### config.mk
export PLATFORM = sky130hd
export DESIGN_NAME = program_loader_flat
export DESIGN_NICKNAME = d
export VERILOG_FILES = /design/src/rtl/program_loader_if.sv /design/src/rtl/program_loader.sv /design/src/flat_wrapper.sv
export SDC_FILE = /design/constraint.sdc
export NUM_CORES = 1
export LEC_CHECK = 0
export ABC_AREA = 1
export CORE_ASPECT_RATIO = 1.5
export CORE_UTILIZATION = 45
export CTS_BUF_LIST = sky130_fd_sc_hd__clkbuf_4 sky130_fd_sc_hd__clkbuf_8
export DETAILED_ROUTE_END_ITERATION = 10
export PLACE_DENSITY_LB_ADDON = 0.1
export SLEW_MARGIN = 10
export SYNTH_ARGS = -nofsm -noshare
export SYNTH_HDL_FRONTEND = slang
export SYNTH_SLANG_ARGS = --single-unit
### constraint.sdc
create_clock -name clk -period 5.9 [get_ports clk]
set_input_delay 1.475 -clock clk [delete_from_list [all_inputs] [get_ports clk]]
set_output_delay 1.475 -clock clk [all_outputs]
set_load 0.005 [all_outputs]
### src/rtl/program_loader_if.sv
// Host byte-stream link into the program loader: valid/ready handshake, one byte per transfer.
// The host side drives valid/data; the loader returns ready.
interface program_loader_if;
   logic       in_valid;
   logic [7:0] in_data;
   logic       in_ready;

   modport master (
      output in_valid,
      output in_data,
      input  in_ready
   );

   modport slave (
      input  in_valid,
      input  in_data,
      output in_ready
   );
endinterface

### src/rtl/program_loader.sv
// Boot-time program loader for the riscv32 core.
// Takes a little-endian byte stream (word count N, then N words) from the host link, writes the
// words to consecutive memory locations starting at BASE_ADDR and keeps the core in reset until
// a complete, well-formed image has been written.
// Optional feature: define PROGRAM_LOADER_CHECKSUM_EN to require a trailing 4-byte checksum
// (mod-2^32 sum of all data words) before the core is released.
module program_loader #(
   parameter logic [31:0] BASE_ADDR = 32'h0000_0000,
   parameter int unsigned MAX_WORDS = 1024
) (
   input  logic              clk,
   input  logic              reset,
   program_loader_if.slave   host,
   output logic              mem_we,
   output logic [31:0]       mem_addr,
   output logic [31:0]       mem_wdata,
   output logic              cpu_reset,
   output logic              load_done,
   output logic              load_err,
   output logic [31:0]       words_loaded
);

   localparam logic [2:0] ST_LEN  = 3'd0;
   localparam logic [2:0] ST_DATA = 3'd1;
   localparam logic [2:0] ST_CHK  = 3'd2;
   localparam logic [2:0] ST_DONE = 3'd3;
   localparam logic [2:0] ST_ERR  = 3'd4;

   logic [2:0]  state_q;
   logic [1:0]  lane_q;
   // Only the three most recent bytes need to be kept; the fourth arrives on the bus.
   logic [23:0] asm_q;
   logic [31:0] len_q;
   logic [31:0] words_q;
   logic        mem_we_q;
   logic [31:0] mem_addr_q;
   logic [31:0] mem_wdata_q;
   logic        cpu_reset_q;
   logic        done_q;
   logic        err_q;
`ifdef PROGRAM_LOADER_CHECKSUM_EN
   logic [31:0] sum_q;
`endif

   logic        accepting;
   logic        fire;
   logic        last_byte;
   logic [31:0] word;

   // Handshake and the word completed by the byte currently on the bus.
   always_comb begin
      accepting     = (state_q == ST_LEN) || (state_q == ST_DATA) || (state_q == ST_CHK);
      host.in_ready = accepting && !reset;
      fire          = host.in_valid && host.in_ready;
      last_byte     = fire && (lane_q == 2'd3);
      word          = {host.in_data, asm_q};
   end

   // Framing state machine, byte assembly and memory write generation.
   always_ff @(posedge clk) begin
      if (reset) begin
         state_q     <= ST_LEN;
         lane_q      <= 2'd0;
         asm_q       <= 24'd0;
         len_q       <= 32'd0;
         words_q     <= 32'd0;
         mem_we_q    <= 1'b0;
         mem_addr_q  <= BASE_ADDR;
         mem_wdata_q <= 32'd0;
         cpu_reset_q <= 1'b1;
         done_q      <= 1'b0;
         err_q       <= 1'b0;
`ifdef PROGRAM_LOADER_CHECKSUM_EN
         sum_q       <= 32'd0;
`endif
      end else begin
         mem_we_q <= 1'b0;
         if (fire) begin
            lane_q <= lane_q + 2'd1;
            asm_q  <= word[31:8];
         end
         case (state_q)
            ST_LEN: begin
               if (last_byte) begin
                  len_q <= word;
                  if (word == 32'd0) begin
`ifdef PROGRAM_LOADER_CHECKSUM_EN
                     state_q <= ST_CHK;
`else
                     // No write to wait for: release on the next cycle.
                     state_q     <= ST_DONE;
                     cpu_reset_q <= 1'b0;
                     done_q      <= 1'b1;
`endif
                  end else if (word > 32'(MAX_WORDS)) begin
                     state_q <= ST_ERR;
                     err_q   <= 1'b1;
                  end else begin
                     state_q <= ST_DATA;
                  end
               end
            end
            ST_DATA: begin
               if (last_byte) begin
                  mem_we_q    <= 1'b1;
                  mem_addr_q  <= BASE_ADDR + {words_q[29:0], 2'b00};
                  mem_wdata_q <= word;
                  words_q     <= words_q + 32'd1;
`ifdef PROGRAM_LOADER_CHECKSUM_EN
                  sum_q       <= sum_q + word;
`endif
                  if (words_q == len_q - 32'd1) begin
`ifdef PROGRAM_LOADER_CHECKSUM_EN
                     state_q <= ST_CHK;
`else
                     // Release follows from ST_DONE, one cycle after this write.
                     state_q <= ST_DONE;
`endif
                  end
               end
            end
`ifdef PROGRAM_LOADER_CHECKSUM_EN
            ST_CHK: begin
               if (last_byte) begin
                  if (word == sum_q) begin
                     state_q     <= ST_DONE;
                     cpu_reset_q <= 1'b0;
                     done_q      <= 1'b1;
                  end else begin
                     state_q <= ST_ERR;
                     err_q   <= 1'b1;
                  end
               end
            end
`endif
            ST_DONE: begin
               cpu_reset_q <= 1'b0;
               done_q      <= 1'b1;
            end
            default: ;
         endcase
      end
   end

   // Registered outputs.
   always_comb begin
      mem_we       = mem_we_q;
      mem_addr     = mem_addr_q;
      mem_wdata    = mem_wdata_q;
      cpu_reset    = cpu_reset_q;
      load_done    = done_q;
      load_err     = err_q;
      words_loaded = words_q;
   end

endmodule

### src/flat_wrapper.sv
// flat-port wrapper written by rule: the top's interface ports become plain ports
module program_loader_flat 
#(
   parameter logic [31:0] BASE_ADDR = 32'h0000_0000,
   parameter int unsigned MAX_WORDS = 1024
)
  (clk, reset, mem_we, mem_addr, mem_wdata, cpu_reset, load_done, load_err, words_loaded, host_in_valid, host_in_data, host_in_ready);
  program_loader_if host_i ();
  input  logic clk;
  input  logic reset;
  output logic mem_we;
  output logic [31:0] mem_addr;
  output logic [31:0] mem_wdata;
  output logic cpu_reset;
  output logic load_done;
  output logic load_err;
  output logic [31:0] words_loaded;
  input wire logic [$bits(host_i.in_valid)-1:0] host_in_valid;
  input wire logic [$bits(host_i.in_data)-1:0] host_in_data;
  output wire logic [$bits(host_i.in_ready)-1:0] host_in_ready;
  assign host_i.in_valid = host_in_valid;
  assign host_i.in_data = host_in_data;
  assign host_in_ready = host_i.in_ready;
  program_loader #(.BASE_ADDR(BASE_ADDR), .MAX_WORDS(MAX_WORDS)) u_core (.clk(clk), .reset(reset), .host(host_i), .mem_we(mem_we), .mem_addr(mem_addr), .mem_wdata(mem_wdata), .cpu_reset(cpu_reset), .load_done(load_done), .load_err(load_err), .words_loaded(words_loaded));
endmodule
* Word-level counts from Yosys, hierarchy flattened
Cells that the tools add are included.
Storage, ports and cells: register bits after elaboration 159, input port bits 11, output and inout port bits 101, logic and storage cells 55
Operators by class: $add $sub $neg 3, $lt $le $gt $ge 1, equality and inequality tests 9, muxes and demuxes 13, bitwise operators 2, reduce and logical (&&, ||, !) cells 16
Operator list (number):
- 32-bit by 1-bit adder with 32-bit output (second input constant) | 1
- 32-bit == test | 1
- 32-bit by 11-bit greater-than comparator with 1-bit output (second input constant) | 1
- 32-bit zero test | 1
- 32-bit by 1-bit subtractor with 32-bit output (second input constant) | 1
- 3-bit two-way mux | 5
- 4-bit AND reduction | 2
- 3-bit by 2-bit == test with 1-bit output (second input constant) | 2
- 3-bit case mux with 2 select lines | 1
- 1-bit two-way mux | 5
- 2-bit by 1-bit inequality test with 1-bit output (second input constant) | 2
- 2-bit inequality test (second input constant) | 2
- 1-bit case mux with 2 select lines | 2
- 2-bit AND reduction | 2
- 2-bit nonzero test | 2
- 3-bit by 1-bit == test with 1-bit output (second input constant) | 1
- 1-bit logical AND | 3
- 3-bit zero test | 1
- 3-bit AND reduction | 1
- 2-bit by 1-bit adder with 2-bit output (second input constant) | 1
- 2-bit == test (second input constant) | 1
- 1-bit logical OR | 2
- 1-bit NOT | 2
- 2-bit OR reduction | 1
- 1-bit zero test | 1

* Longest topological paths before layout
Gate-level depths: netlist (run 1).
depth after elaboration 8, mapped depth 18, depth with buffers taken out 18

* Worst setup path after synthesis (run 1)
OpenSTA, ideal clock, no wires.
path type input to output, from input reset, to output host_in_ready, arrival time 1.808 ns, path slack 2.617 ns, stages 4, cells stage by stage buf_6 -> nor2_4 -> nand2_1 -> inv_1
Between the ends: longest elaborated chain between the ends 2
RTL lines:
- start, declared | line flat_wrapper.sv:10 | input logic reset;
- 1-bit zero test | line program_loader.sv:53 | host.in_ready = accepting && !reset;
- 1-bit logical AND | line program_loader.sv:53
- end, declared | line flat_wrapper.sv:20 | output wire logic [$bits(host_i.in_ready)-1:0] host_in_ready;
Every way passes these cells.

* Worst setup path in the final report (run 1)
Same ends and word-level chain as after synthesis.

==> impl_metrics.py, run 1 <==
metrics = {
    "outcome": {
        "status": "completed",
    },
    "clock_tree": {
        "cts_setup_buffers": 0,
        "clockBufferDepth": 2,
        "cts-root-buf": "clkbuf_8",
        "htreeDepth": 4,
        "post_cts_resized": 0,
        "cts_buffers": 17,
        "hold_buffers": 0,
        "path_clk_slew_ns": 0.09,
        "cts_tree": "built",
        "clock-sinks": 159,
        "clkLatencyLatePin_ns": 0.46,
    },
    "layout": {
        "drive_gt1_share_pct": 5.72,
        "final_area_mm2": 0.00906,
        "antenna_cells": 0,
        "syn2layout_area_growth_pct": 21.5,
        "finalNetCount": 1155,
        "multi_input_area_mm2": 0.00365,
        "fin_util_pct": 56.0,
        "regArea_mm2": 0.00318,
        "fill_cells": 1628,
    },
    "worst_setup_path": {
        "cp_max_fo": 2,
        "r2r_setup_slack_ns": 3.24,
        "cpMostUsedCell": "clkdlybuf4s50_1",
        "path_cells": "clkdlybuf4s50_1 > nor2_4 > nand2_1 > inv_1 > clkdlybuf4s50_1",
        "cp-start-kind": "input port",
        "cp.arrival_ns": 2.84,
        "critPathKind": "in2out",
        "max_stage_delay_ns": 0.52,
        "crit_path_end_kind": "primary output",
        "critPathRequiredTime_ns": 4.43,
        "crit_path_top_delay_cell": "clkdlybuf4s50_1",
    },
    "detailed_routing": {
        "wl_mm": 20.8,
        "wl_per_cell_um": 15.3,
        "num_vias": 7055,
        "antenna_left": 0,
        "vias_per_cell": 5.19,
        "first_iter_violations": 403,
        "dr.pass1.iters": 7,
        "drc": 0,
    },
    "floorplan": {
        "core_mm2": 0.0162,
        "die_w_um": 107,
        "dieArea_mm2": 0.0171,
        "fp-row-count": 57,
        "start_util_pct": 46.1,
        "num_io_pins": 112,
        "die_h_um": 160,
    },
    "sta": {
        "finalClockSkew_ns": 0.0141,
        "setup_viol": 0,
        "slew_headroom_pct": 36.6,
        "post-route-period-util_pct": 73.1,
        "rsz0062_at_grt": "no",
        "tightest_slew_ns": 0.951,
        "fin_crit_ns": 4.31,
        "hold_viol": 0,
        "max_freq_mhz": 232,
        "fin_setup_tns_ns": 0,
        "maxSlewViolCount": 0,
        "hold_slack_ns": 0.479,
    },
    "global_route": {
        "grt_pass1_wl_mm": 33.5,
        "overflow": 0,
        "grtUsageMet3_pct": 3.59,
        "grt_pass1_vias": 6576,
        "track_usage_pct": 25.0,
        "grt_max_degree": 112,
        "grt_use_met2_pct": 42.8,
        "antenna_found_initial": 0,
        "busiest_layer": "met2",
        "met1_usage_pct": 30.5,
    },
    "place": {
        "hpwl_mm": 15.2,
        "gp_congestion": 0.879,
        "place_area_mm2": 0.00867,
        "io_buffers": 109,
    },
    "logic_synthesis": {
        "synth_cell_types": 38,
        "syn_area_mm2": 0.00746,
        "syn_area_per_cell_um2": 7.09,
        "ys_seq_area_share_pct": 42.7,
        "syn_inst": 1052,
        "ys_ff_latch": 159,
        "synth-warning-count": 0,
    },
    "run": {
        "drv_cap": 0,
    },
    "pwr": {
        "powerDensity_mw_per_mm2": 221,
        "p_total_w": 0.00200,
        "peakVddDrop_v": 0.000127,
        "p_leak_nw": 3.84,
    },
    "worst_hold_path": {
        "worstHoldPathType": "reg2reg",
    },
}
==> state kept, by name, summed over array words and instances, names as in the netlist <==
name	cells
u_core.lane_q	2
u_core.asm_q	24
u_core.state_q	3
u_core.cpu_reset	1
u_core.words_loaded	32
u_core.load_done	1
u_core.load_err	1
u_core.mem_we	1
u_core.mem_wdata	32
u_core.mem_addr	30
u_core.len_q	32
==> area by class of cell <==
| cell class | instances | area share [%] |
|---|---|---|
| flip-flops and latches | 159 | 35.1 |
| clock inverters | 14 | 1.66 |
| clock buffers | 18 | 2.67 |
| well taps | 206 | 2.85 |
| repair buffers | 115 | 12.5 |
| multi-input cells | 732 | 40.3 |
| inverters | 116 | 4.82 |
==> cells in the mapped netlist, drive strengths merged <==
| library cell | count | area share (%) |
|---|---|---|
| buf | 8 | 0.64 |
| o21a | 1 | 0.10 |
| xor2 | 22 | 2.6 |
| clkbuf | 38 | 1.9 |
| xnor3 | 1 | 0.30 |
| inv | 115 | 5.8 |
| a211oi | 4 | 0.40 |
| nor4 | 7 | 0.59 |
| nand4 | 22 | 2.1 |
| a21oi | 124 | 8.3 |
| nand3 | 37 | 2.7 |
| nor2 | 145 | 8.1 |
| conb | 1 | 0.050 |
| o22ai | 2 | 0.17 |
| o211a | 1 | 0.13 |
| clkinv | 1 | 0.050 |
| o21ai | 141 | 9.5 |
| xnor2 | 5 | 0.59 |
| nor3b | 4 | 0.67 |
| o21bai | 3 | 0.30 |
| nor3 | 20 | 1.7 |
| nand3b | 10 | 1.0 |
| dfxtp | 159 | 43 |
| nand2 | 178 | 9.2 |
| ha | 3 | 0.50 |
==> final timing paths <==
kind / startpoint / to / cells after the start
max reg2reg: u_core.state_q[2]$_SDFFE_PP0P_ / u_core.words_loaded[20]$_SDFFE_PP0P_ / 13
max: reset / host_in_ready / 5
min: u_core.load_err$_SDFFE_PP0P_ / u_core.load_err$_SDFFE_PP0P_ / 2
min reg2reg: u_core.load_err$_SDFFE_PP0P_ / u_core.load_err$_SDFFE_PP0P_ / 2
==> logic make-up after synthesis <==
group,Yosys count,share of synthesized area (%)
XOR/XNOR,28,3.47
other,1,0.0503
AND/OR/NAND/NOR,423,26.0
buffers and inverters,162,8.39
AO/OA/AOI/OAI,276,18.9
adder cells (fa/ha/maj),3,0.503
flip-flops,159,42.7
==> cells in the final DEF (no fill, tap or decap), types with 4 or more instances in the layout <==
master | netlist | layout
inv_8 | 0 | 6
a211oi_1 | 4 | 4
nand3_1 | 36 | 36
nor2_4 | 6 | 6
nor2_2 | 5 | 6
nand4_1 | 20 | 20
nor2_1 | 134 | 133
buf_4 | 2 | 6
o21ai_1 | 11 | 11
nor4_1 | 7 | 7
xnor2_1 | 5 | 5
a21oi_1 | 124 | 124
nor3b_2 | 4 | 4
inv_1 | 115 | 114
dfxtp_1 | 159 | 159
clkdlybuf4s50_1 | 0 | 109
clkbuf_8 | 0 | 17
o21ai_0 | 130 | 130
xor2_1 | 22 | 22
nor3_1 | 17 | 17
nand2_1 | 174 | 174
nand3b_1 | 10 | 10
==> metrics by stage <==
stage | cells | worst slack [ns]
2_1_floorplan | 1053 | 2.62
3_3_place_gp | 1328 | 1.59
3_5_place_dp | 1328 | 1.60
4_1_cts | 1360 | 1.58
5_1_grt | 1360 | 1.50
6_report | 1360 | 1.59
==> per-layer routing <==
metal	part of all wire [%]	up-vias
li1	-	3638
met1	44	3237
met2	49	139
met3	2.9	41
met4	4.0	0
met5	0	-
==> critical path: cells and delay by family <==
kind	cells	cell delay, ns
buffers and inverters	3	1.13
AND/OR/NAND/NOR	2	0.22
==> power by group <==
group,total [W],switching (W),internal (W)
Clock,0.000804,0.000482,0.000322
Combinational,0.000103,0.0000706,0.0000322
Sequential,0.00109,0.00000841,0.00108
Total,0.00200,0.000561,0.00144
No activity file was read; power rests on OpenSTA's default activity.
==> inputs of run 2 (changes only) <==
==> constraint.sdc (replaced) <==
create_clock -name clk -period 3.7 [get_ports clk]
set_input_delay 0.925 -clock clk [delete_from_list [all_inputs] [get_ports clk]]
set_output_delay 0.925 -clock clk [all_outputs]
set_load 0.005 [all_outputs]
==> run 2 against run 1 <==
Effect of this change:
- worst setup slack worse by 1.1 ns
- clock-buffer cell count is 1 lower
- largest power group unchanged
- sequential share of layout area is 0.24 points lower
- die area stayed put
- clock skew is 0.0020 ns higher
- total power is 63% higher
- clock power is 68% higher
- flip-flop and latch count stayed put
- register-to-register slack worse by 2.2 ns
- sequential power is 60% higher
- critical path depth stayed put
- hold slack worse by 0.0065 ns
==> impl_metrics.py, run 2 (same netlist as run 1, synthesis figures left out) <==
metrics = {
    "clock_tree": {
        "clockBufferDepth": 2,
        "clock-sinks": 159,
        "hold_buffers": 0,
        "post_cts_resized": 0,
        "clkLatencyLatePin_ns": 0.46,
        "path_clk_slew_ns": 0.09,
        "cts-root-buf": "clkbuf_8",
        "cts_buffers": 17,
        "cts_tree": "built",
        "htreeDepth": 4,
        "cts_setup_buffers": 0,
    },
    "pwr": {
        "peakVddDrop_v": 0.000262,
        "powerDensity_mw_per_mm2": 358,
        "p_leak_nw": 3.87,
    },
    "global_route": {
        "track_usage_pct": 25.2,
        "antenna_found_initial": 0,
        "grt_pass1_vias": 6628,
        "overflow": 0,
        "grt_pass1_wl_mm": 33.7,
        "grt_max_degree": 136,
    },
    "sta": {
        "hold_slack_ns": 0.473,
        "setup_viol": 0,
        "fin_crit_ns": 3.21,
        "maxSlewViolCount": 0,
        "fin_setup_tns_ns": 0,
        "layout_setup_ws_ns": 0.486,
        "hold_viol": 0,
        "slew_headroom_pct": 65.0,
        "finalClockSkew_ns": 0.0160,
        "tightest_slew_ns": 0.520,
        "rsz0062_at_grt": "no",
        "max_freq_mhz": 311,
        "post-route-period-util_pct": 86.9,
    },
    "layout": {
        "drive_gt1_share_pct": 5.88,
        "multi_input_area_mm2": 0.00365,
        "layout_common_cells": "nand2_1, dfxtp_1, nor2_1",
        "fill_cells": 1621,
        "syn2layout_area_growth_pct": 22.3,
        "finalNetCount": 1158,
        "final_common_cell": "nand2_1",
        "regArea_mm2": 0.00318,
        "antenna_cells": 0,
    },
    "detailed_routing": {
        "wl_mm": 20.6,
        "vias_per_cell": 5.17,
        "antenna_left": 0,
        "drc": 0,
        "dr.pass1.iters": 4,
        "num_vias": 7035,
        "wl_per_cell_um": 15.1,
        "first_iter_violations": 377,
    },
    "worst_setup_path": {
        "crit_path_end_kind": "primary output",
        "cp-start-kind": "input port",
        "cp_num_buf_inv": 3,
        "path_cells": "clkdlybuf4s50_1 > nor2_4 > nand2_1 > inv_1 > clkdlybuf4s50_1",
        "cp_max_fo": 2,
        "critPathKind": "in2out",
        "critPathRequiredTime_ns": 2.77,
        "cpMostUsedCell": "clkdlybuf4s50_1",
        "max_stage_delay_ns": 0.52,
        "cp_top_family": "buffers and inverters",
        "cp.arrival_ns": 2.29,
        "crit_path_top_delay_cell": "clkdlybuf4s50_1",
    },
    "place": {
        "gp_congestion": 0.934,
        "hpwl_mm": 15.2,
        "io_buffers": 109,
        "dp_worst_setup_slack_ns": 0.497,
    },
    "floorplan": {
        "die_w_um": 107,
        "dieArea_mm2": 0.0171,
        "num_io_pins": 112,
        "start_util_pct": 46.1,
        "core_mm2": 0.0162,
        "die_h_um": 160,
        "fp-row-count": 57,
    },
    "outcome": {
        "status": "completed",
    },
    "run": {
        "drv_cap": 0,
    },
    "worst_hold_path": {
        "worstHoldPathType": "reg2reg",
    },
}
[run 2: changes by cell type in the layout (fill, tap and decap cells not counted), sizes merged]
cell      delta
inv          +1
bufinv       +2
clkbuf       -1
buf          +3
clkinvlp     +1
clkinv       -4
[run 2: where the power goes]
| group | internal [W] | switching, W | total, W |
|---|---|---|---|
| clock network | 0.000623 | 0.000731 | 0.00135 |
| registers | 0.00173 | 0.0000142 | 0.00174 |
| logic | 0.0000532 | 0.000110 | 0.000163 |
[run 2: final cells by class]
class | count | area share, %
flip-flops and latches | 159 | 34.9
clock inverters | 14 | 1.88
multi-input cells | 732 | 40.1
repair buffers | 118 | 13.0
inverters | 116 | 4.79
well taps | 206 | 2.83
clock buffers | 17 | 2.57
[run 2: per-layer routing]
metal	GRT usage (%)	up-vias	share of wire, %
met3	2.65	47	2.3
met4	13.0	0	4.2
li1	-	3635	-
met5	0	-	0
met2	43.1	142	50
met1	31.0	3211	44
[run 2: through the flow]
step	instance area (um2)	util, %	total power [W]	instances
2_1_floorplan	7460	-	0.00189	1053
3_3_place_gp	8710	53.8	0.00195	1331
3_5_place_dp	8710	53.8	0.00195	1331
4_1_cts	9120	56.3	0.00329	1362
5_1_grt	9120	56.3	0.00338	1362
6_report	9120	56.3	0.00326	1362
[run 2: final timing paths]
check,start,to,slack [ns],cells after the start
max,reset,host_in_ready,0.49,5
min,u_core.len_q[31]$_SDFFE_PP0P_,u_core.len_q[31]$_SDFFE_PP0P_,0.47,2
max reg2reg,u_core.len_q[0]$_SDFFE_PP0P_,u_core.state_q[1]$_SDFFE_PP0P_,1.06,16
min reg2reg,u_core.len_q[31]$_SDFFE_PP0P_,u_core.len_q[31]$_SDFFE_PP0P_,0.47,2
[run 2: worst register-to-register path: stages (launching register included)]
cell	delay, ns
dfxtp_1	0.35
inv_1	0.14
ha_1	0.23
nand3_1	0.15
nor2_1	0.45
nand2_1	0.09
nor2_1	0.25
nand2_1	0.08
nand2_1	0.06
nand2_1	0.04
nor2_1	0.10
nand3_1	0.07
nor2_1	0.23
nand3_1	0.13
nand2_1	0.08
nand2_1	0.04
a21oi_1	0.10
==> inputs of run 3 (changes only) <==
==> constraint.sdc (replaced) <==
create_clock -name clk -period 3.2 [get_ports clk]
set_input_delay 0.8 -clock clk [delete_from_list [all_inputs] [get_ports clk]]
set_output_delay 0.8 -clock clk [all_outputs]
set_load 0.005 [all_outputs]
==> run 3 against run 2 <==
Effect of this change:
- routed wire length is 1.3% higher
- combinational power is 16% higher
- clock-buffer cell count up 5
- sequential power rose by 16%
- worst setup slack got worse by 0.24 ns
- core utilization rose by 0.20 points
- critical path type unchanged
- sequential share of layout area fell by 0.12 points
- largest power group unchanged
- first-iteration DRC count increased by 21%
- final area grew 0.36%
==> impl_metrics.py, run 3 (same netlist as run 1, synthesis figures left out) <==
metrics = {
    "worst_hold_path": {
        "worstHoldPathType": "reg2reg",
    },
    "worst_setup_path": {
        "r2r-start": "u_core.len_q[0]$_SDFFE_PP0P_",
        "cp_max_fo": 2,
        "critPathKind": "in2out",
        "r2r_end": "u_core.state_q[1]$_SDFFE_PP0P_",
        "cp.arrival_ns": 2.15,
        "cp-start-kind": "input port",
        "critPathRequiredTime_ns": 2.40,
        "critical_path.startpoint": "reset",
        "r2r_setup_slack_ns": 0.66,
        "crit_path_end_kind": "primary output",
        "r2r_cells": 17,
        "cp-endpoint": "host_in_ready",
    },
    "clock_tree": {
        "cts_buffers": 17,
        "cts_tree": "built",
        "cts_setup_buffers": 0,
        "path_clk_slew_ns": 0.09,
        "clockBufferDepth": 2,
        "post_cts_resized": 0,
        "htreeDepth": 4,
        "clkLatencyLatePin_ns": 0.47,
        "hold_buffers": 0,
        "cts-root-buf": "clkbuf_8",
        "clock-sinks": 159,
    },
    "global_route": {
        "track_usage_pct": 25.7,
        "grt_pass1_vias": 6655,
        "grt_pass1_wl_mm": 33.8,
        "overflow": 0,
        "antenna_found_initial": 0,
        "grt_max_degree": 136,
    },
    "pwr": {
        "powerDensity_mw_per_mm2": 412,
        "peakVddDrop_v": 0.000326,
        "p_leak_nw": 3.90,
    },
    "layout": {
        "final_common_cell": "nand2_1",
        "finalNetCount": 1161,
        "layout.cells.non_filler": 1366,
        "syn2layout_area_growth_pct": 22.8,
        "fin_util_pct": 56.5,
        "drive_gt1_share_pct": 6.21,
        "antenna_cells": 0,
        "layout_common_cells": "nand2_1, dfxtp_1, nor2_1",
    },
    "detailed_routing": {
        "vias_per_cell": 5.20,
        "dr.pass1.iters": 5,
        "drc": 0,
        "wl_mm": 20.9,
        "wl_per_cell_um": 15.3,
        "first_iter_violations": 457,
        "num_vias": 7102,
        "antenna_left": 0,
    },
    "sta": {
        "post-route-period-util_pct": 92.2,
        "setup_viol": 0,
        "finalClockSkew_ns": 0.0147,
        "max_freq_mhz": 339,
        "hold_viol": 0,
        "fin_crit_ns": 2.95,
        "layout_setup_ws_ns": 0.249,
        "tightest_slew_ns": 0.556,
        "rsz0062_at_grt": "no",
        "maxSlewViolCount": 0,
        "slew_headroom_pct": 62.6,
        "fin_setup_tns_ns": 0,
    },
    "floorplan": {
        "die_w_um": 107,
        "num_io_pins": 112,
        "dieArea_mm2": 0.0171,
        "start_util_pct": 46.1,
        "core_mm2": 0.0162,
        "fp-row-count": 57,
        "die_h_um": 160,
    },
    "place": {
        "dp_worst_setup_slack_ns": 0.259,
        "io_buffers": 109,
        "gp_congestion": 0.913,
        "dp_cells": 1334,
        "hpwl_mm": 15.3,
    },
    "run": {
        "drv_cap": 0,
    },
    "outcome": {
        "status": "completed",
    },
}
## run 3: worst min-delay path by stage
stage | startpoint | end | slack (ns) | cells past startpoint
6_report | u_core.cpu_reset$_SDFFE_PP1P_ | u_core.cpu_reset$_SDFFE_PP1P_ | 0.47 | 2
5_1_grt | u_core.mem_wdata[26]$_SDFFE_PP0P_ | u_core.mem_wdata[26]$_SDFFE_PP0P_ | 0.50 | 2
4_1_cts | u_core.cpu_reset$_SDFFE_PP1P_ | u_core.cpu_reset$_SDFFE_PP1P_ | 0.48 | 2
3_5_place_dp | u_core.cpu_reset$_SDFFE_PP1P_ | u_core.cpu_reset$_SDFFE_PP1P_ | 0.47 | 2
3_3_place_gp | u_core.cpu_reset$_SDFFE_PP1P_ | u_core.cpu_reset$_SDFFE_PP1P_ | 0.46 | 2
2_1_floorplan | u_core.len_q[31]$_SDFFE_PP0P_ | u_core.len_q[31]$_SDFFE_PP0P_ | 0.44 | 2
## run 3: cell type report
cell class	count	area (um2)
clock buffer	22	290
clock inverter	10	125
fill	1566	7040
inverter	116	437
multi-input combinational	732	3650
sequential	159	3180
tap	206	258
timing repair buffer	121	1210
## run 3: power by group
part,total [W],internal [W],switching (W)
Combinational,0.000189,0.0000624,0.000126
Clock,0.00157,0.000783,0.000784
Sequential,0.00202,0.00200,0.0000161
## run 3: per-layer routing
layer,vias to the layer above,global-route usage (%),part of all wire (%)
met3,47,5.14,3.6
li1,3652,-,-
met4,0,11.4,3.8
met5,-,0,0
met1,3243,30.8,43
met2,160,43.9,50
## run 3: metrics by stage
stage                     hold WS [ns]  instance area [um2]  power [W]
after detailed placement         0.465                 8740    0.00225
final                            0.471                 9150    0.00377
after global routing             0.504                 9150    0.00392
after global placement           0.455                 8740    0.00225
after floorplan                  0.443                 7460    0.00219
after CTS                        0.483                 9150    0.00381
## run 3: critical path, cell delays in order
cell	delay, ns
clkdlybuf4s50_1	0.49
nor2_4	0.15
nand2_1	0.06
inv_1	0.11
clkdlybuf4s50_1	0.53
